## src/rtl/multi_digit_display.sv

```systemverilog
// multi_digit_display: N-digit multiplexed common-anode driver, hex or decimal (double-dabble).
// Define LEADING_ZERO_BLANK_EN to blank zero digits above the most significant nonzero digit.
module multi_digit_display #(
    parameter int NUM_DIGITS  = 4,
    parameter int DATA_WIDTH  = 32,
    parameter int REFRESH_DIV = 100000
) (
    input  logic                  Clock,
    input  logic                  Reset,
    input  logic [DATA_WIDTH-1:0] Number,
    input  logic                  Mode,
    output logic [6:0]            out7,
    output logic [NUM_DIGITS-1:0] en_out,
    output logic                  Busy,
    output logic                  Overflow
);
    localparam int BW = 4 * NUM_DIGITS;
    localparam int IW = NUM_DIGITS > 1 ? $clog2(NUM_DIGITS) : 1;
    localparam int PW = $clog2(REFRESH_DIV);
    localparam int CW = $clog2(DATA_WIDTH + 1);

    typedef enum logic [1:0] {IDLE, CONV, DONE} state_t;

    state_t                state_q, state_d;
    logic [DATA_WIDTH-1:0] num_q, num_d, val_q, val_d;
    logic                  mode_q, mode_d, valid_q, valid_d;
    logic [BW-1:0]         bcd_q, bcd_d, buf_q, buf_d, bcd_adj, hex_res;
    logic [CW-1:0]         cnt_q, cnt_d;
    logic                  ovf_int_q, ovf_int_d, ovf_q, ovf_d;
    logic [BW+DATA_WIDTH-1:0] num_ext;
    logic [PW-1:0]         pre_q, pre_d;
    logic [IW-1:0]         idx_q, idx_d;
    logic [6:0]            seg_q, seg_d;
    logic [NUM_DIGITS-1:0] en_q, en_d;
    logic [3:0]            digit;
    logic                  blank;

    function automatic logic [6:0] glyph(input logic [3:0] d);
        case (d)
            4'h0: glyph = 7'b0000001;
            4'h1: glyph = 7'b1001111;
            4'h2: glyph = 7'b0010010;
            4'h3: glyph = 7'b0000110;
            4'h4: glyph = 7'b1001100;
            4'h5: glyph = 7'b0100100;
            4'h6: glyph = 7'b0100000;
            4'h7: glyph = 7'b0001111;
            4'h8: glyph = 7'b0000000;
            4'h9: glyph = 7'b0000100;
            4'hA: glyph = 7'b0001000;
            4'hB: glyph = 7'b1100000;
            4'hC: glyph = 7'b0110001;
            4'hD: glyph = 7'b1000010;
            4'hE: glyph = 7'b0110000;
            default: glyph = 7'b0111000;
        endcase
    endfunction

    assign num_ext = {{BW{1'b0}}, num_q};
    assign hex_res = num_ext[BW-1:0];

    always_comb begin
        bcd_adj = bcd_q;
        for (int i = 0; i < NUM_DIGITS; i++)
            bcd_adj[4*i+:4] = bcd_q[4*i+:4] >= 4'd5 ? bcd_q[4*i+:4] + 4'd3 : bcd_q[4*i+:4];
    end

    always_comb begin
        state_d   = state_q;
        num_d     = num_q;
        mode_d    = mode_q;
        valid_d   = valid_q;
        val_d     = val_q;
        bcd_d     = bcd_q;
        cnt_d     = cnt_q;
        ovf_int_d = ovf_int_q;
        buf_d     = buf_q;
        ovf_d     = ovf_q;
        case (state_q)
            IDLE: if (!valid_q || Number != num_q || Mode != mode_q) begin
                num_d     = Number;
                mode_d    = Mode;
                valid_d   = 1'b1;
                val_d     = Number;
                bcd_d     = '0;
                cnt_d     = CW'(DATA_WIDTH);
                ovf_int_d = 1'b0;
                state_d   = Mode ? CONV : DONE;
            end
            CONV: begin
                {bcd_d, val_d} = {bcd_adj[BW-2:0], val_q, 1'b0};
                ovf_int_d      = ovf_int_q | bcd_adj[BW-1];
                cnt_d          = cnt_q - CW'(1);
                state_d        = cnt_q == CW'(1) ? DONE : CONV;
            end
            DONE: begin
                buf_d   = mode_q ? bcd_q : hex_res;
                ovf_d   = mode_q ? ovf_int_q : |num_ext[BW+DATA_WIDTH-1:BW];
                state_d = IDLE;
            end
            default: state_d = IDLE;
        endcase
    end

    // Display path reads only the committed buffer, so a conversion never shows partially.
    always_comb begin
        pre_d = pre_q == PW'(REFRESH_DIV - 1) ? '0 : pre_q + PW'(1);
        idx_d = pre_q != PW'(REFRESH_DIV - 1) ? idx_q :
                idx_q == IW'(NUM_DIGITS - 1) ? '0 : idx_q + IW'(1);
        digit = buf_q[4*idx_q+:4];
`ifdef LEADING_ZERO_BLANK_EN
        blank = idx_q != '0 && (buf_q >> (4 * idx_q)) == '0;
`else
        blank = 1'b0;
`endif
        seg_d = blank ? 7'b1111111 : glyph(digit);
        en_d  = ~(NUM_DIGITS'(1) << idx_q);
    end

    always_ff @(posedge Clock or negedge Reset) begin
        if (!Reset) begin
            state_q   <= IDLE;
            num_q     <= '0;
            mode_q    <= 1'b0;
            valid_q   <= 1'b0;
            val_q     <= '0;
            bcd_q     <= '0;
            cnt_q     <= '0;
            ovf_int_q <= 1'b0;
            buf_q     <= '0;
            ovf_q     <= 1'b0;
            pre_q     <= '0;
            idx_q     <= '0;
            seg_q     <= 7'b1111111;
            en_q      <= '1;
        end else begin
            state_q   <= state_d;
            num_q     <= num_d;
            mode_q    <= mode_d;
            valid_q   <= valid_d;
            val_q     <= val_d;
            bcd_q     <= bcd_d;
            cnt_q     <= cnt_d;
            ovf_int_q <= ovf_int_d;
            buf_q     <= buf_d;
            ovf_q     <= ovf_d;
            pre_q     <= pre_d;
            idx_q     <= idx_d;
            seg_q     <= seg_d;
            en_q      <= en_d;
        end
    end

    assign out7     = seg_q;
    assign en_out   = en_q;
    assign Busy     = state_q != IDLE;
    assign Overflow = ovf_q;
endmodule
```

## config.mk

```make
export PLATFORM = sky130hd
export DESIGN_NAME = multi_digit_display
export DESIGN_NICKNAME = d
export VERILOG_FILES = /design/src/rtl/multi_digit_display.sv
export SDC_FILE = /design/constraint.sdc
export NUM_CORES = 1
export LEC_CHECK = 0
export CORE_UTILIZATION = 30
export CTS_CLUSTER_SIZE = 12
export DETAILED_ROUTE_END_ITERATION = 16
export SLEW_MARGIN = 0
export SYNTH_ARGS = -nofsm -noshare
export SYNTH_HDL_FRONTEND = slang
export SYNTH_SLANG_ARGS = --single-unit
```

## constraint.sdc

```tcl
create_clock -name Clock -period 3.4 [get_ports Clock]
set_input_delay 0.68 -clock Clock [delete_from_list [all_inputs] [get_ports Clock]]
set_output_delay 0.68 -clock Clock [all_outputs]
set_load 0.02 [all_outputs]
```

==> results of run 1 <==
## cells in the mapped netlist (all sizes together) (3+ instances only)
cell type,number,area [sq um]
o211ai,3,22.5
nor2,35,131
mux2i,17,170
a21oi,18,90.1
nor4,9,56.3
or4,3,22.5
buf,11,82.6
nand2b,10,62.6
or3b,3,26.3
inv,36,135
a22o,27,236
clkbuf,24,90.1
nand3,12,60.1
nand4,5,31.3
nor3,5,25.0
dfstp,11,289
dfrtp,127,3180
mux4,4,90.1
a211o,27,236
o21ai,35,175
nand2,44,168
nor3b,27,203
a22oi,5,37.5
mux2,35,398
ha,21,263
o22ai,16,100
xor2,23,201
and3,3,18.8
nor2b,4,25.0
xnor2,27,236
## final timing paths
kind	from	to	slack [ns]	cells past startpoint
max	Number[10]	val_q[7]	0.31	9
min	Reset	pre_q[6]	0.29	1
max reg2reg	num_q[10]	val_q[7]	0.64	8
min reg2reg	buf_q[1]	buf_q[1]	0.47	2
max in group asynchronous	Reset	bcd_q[0]	2.28	2
min in group Clock	buf_q[1]	buf_q[1]	0.47	2
## flip-flops by register name, summed over array words and instances (netlist names), 2 cells and up
signal / count
state_q: 2
pre_q: 17
idx_q: 2
buf_q: 16
en_out: 4
num_q: 32
cnt_q: 6
val_q: 32
out7: 7
bcd_q: 16
## power by group through the flow
stage          clock network (uW)  registers (uW)  logic (uW)
5_1_grt                      2050            2780        3000
3_3_place_gp                    0            2720        2710
2_1_floorplan                   0            2650        1970
3_5_place_dp                    0            2730        2720
4_1_cts                      1970            2700        2750
6_report                     1930            2710        2730
## per-stage QoR
step                cells  TNS, ns  power (uW)
finish               1029        0        7380
global route         1029        0        7820
detailed placement    997    -3.19        5450
CTS                  1029        0        7420
floorplan             649        0        4620
global placement      997    -4.70        5430
## layout make-up
type                            count  area (sq um)
Multi-Input combinational cell    439          3270
Tap cell                          313           392
Sequential cell                   138          3470
Clock inverter                     10           141
Inverter                           37           139
Clock buffer                       22           474
Fill cell                        2313         14300
Timing Repair Buffer               70           694
## layer usage
metal,share of wire,routed length (um),vias to the layer above,track usage
met3,0.032,514,16,0.0320
met2,0.46,7370,83,0.223
met5,0,0,-,0
li1,-,-,2426,-
met1,0.50,7970,2459,0.199
met4,0.013,214,0,0.0439
## logic make-up (layout without fill, tap and decap cells)
group	Yosys count	in the layout	synth area share
adder cells (fa/ha/maj)	21	21	0.0373
multiplexers	56	56	0.0935
flip-flops	138	138	0.492
buffers and inverters	72	139	0.0442
AO/OA/AOI/OAI	144	144	0.143
XOR/XNOR	50	50	0.0622
AND/OR/NAND/NOR	168	168	0.128
==> impl_metrics.csv, run 1 <==
group,metric,value,unit
cells_and_area,area_growth,21.7,%
power_and_ir_drop,power_switching,2580,uW
setup_path,path_buf_inv,3,
logic_synthesis,synth_cell_types,51,
setup_path,start_kind,"input port",
clocking,clkTransAtPathRegs,0.06,ns
setup_path,endpoint_kind,"register",
logic_synthesis,yosysSeqAreaShare,0.492,
logic_synthesis,synth_warnings,0,
timing,skew,0.0137,ns
timing,setup-violations-final,0,
timing,rsz0062_at_grt,"false",
drt,ant_nets,0,
place,place_area,7960,sq um
global_route,grt_max_degree,73,
clocking,clockBufferDepth,2,
cells_and_area,postLayoutCoreUtil,0.375,
clocking,hold_buffers,0,
timing,max_freq,323,MHz
die,pin_count,48,
logic_synthesis,synth_area_per_cell,10.9,sq um
cells_and_area,final_cell_mix,"127 x dfrtp_1, 46 x clkdlybuf4s50_1, 43 x nand2_1, 36 x inv_1, 35 x o21ai_0",
global_route,grt_pass1_wl,26.8,mm
power_and_ir_drop,switching_share,0.350,
clocking,cts_tree,"done",
setup_path,slowest_delay,0.61,ns
place,routabilityCongestion,0.833,
logic_synthesis,syn_inst,649,
drt,vias,4984,
global_route,antenna_found_initial,0,
place,preCtsSetupSlack,-0.0713,ns
setup_path,path_cells,"clkdlybuf4s50_1, xnor2_1, nand4_1, or4_1, or4_1, buf_4, buf_4, nor3b_1, a211o_1",
timing,fin_crit_sh,0.910,
global_route,grt-ovfl-total,0,
setup_path,required,3.76,ns
clocking,htree_num_levels,4,
clocking,numCtsBuffers,17,
cells_and_area,diodes,0,
die,start_util,0.308,
logic_synthesis,synth_area,7040,sq um
die,die_x,155,um
clocking,clockRootBuffer,"clkbuf_16",
timing,drv_slew,0,
job,cap_violations,0,
drt,drtIter0Drc,276,
logic_synthesis,synth_ff_type,"dfrtp_1",
setup_path,path_class,"input port to register",
drt,detail_route.vias_per_cell,4.84,
place,numPortBuffers,47,
drt,dr.pass1.iters,4,
power_and_ir_drop,p_leak,0.00368,uW
power_and_ir_drop,seq_power_share,0.367,
die,dieHeight,155,um
power_and_ir_drop,p_per_area,860,nW/um^2
timing,slew_headroom,0.555,
die,num_rows,55,
setup_path,worstPathMaxFanout,17,
cells_and_area,final_common_cell,"dfrtp_1",
drt,drc,0,
drt,wl_per_cell,15.6,um
logic_synthesis,synth_nets,705,
clocking,worstSkewPairLatency,0.42,ns
clocking,cts_resized,0,
timing,postLayoutSetupSlackWorst,0.307,ns
logic_synthesis,synth_edf_count,0,
timing,tightest_slew,0.668,ns
power_and_ir_drop,intPower,4790,uW
global_route,grt_pass1_vias,4916,
setup_path,slowest_stage,"or4_1",
timing,hold_violations,0,
drt,drt_wl_total,16.1,mm
power_and_ir_drop,ir_worst_vdd,0.000385,V
timing,period_needed,3.09,ns
cells_and_area,layout-drive-gt1-share,0.156,
cells_and_area,final_nets,759,
die,die_area,24100,sq um
outcome,status,"finished clean",
clocking,cts_setup_buffers,0,
power_and_ir_drop,pwr-share-clk,0.262,
hold_path,hold_path_class,"input port to async pin",
power_and_ir_drop,power_frac_comb,0.371,
timing,fin_hold_ws,0.293,ns
clocking,clock-sinks,138,
place,dp_hpwl,10.8,mm
die,core,22800,sq um
logic_synthesis,ys_async_sr_fraction,1.00,
global_route,track_usage,0.143,
cells_and_area,stdcell_area,8570,sq um
logic_synthesis,ys_ff_latch,138,
setup_path,arrival,3.45,ns
setup_path,critPathTopFamily,"simple AND/OR/NAND/NOR gates",
Power figures use the tool's default switching activity.
==> run 2, diff against run 1 <==
- SLEW_MARGIN: 0 -> unset
==> results of run 2 <==
Same layout as run 1: the final DEF is identical, and so are final timing and power.
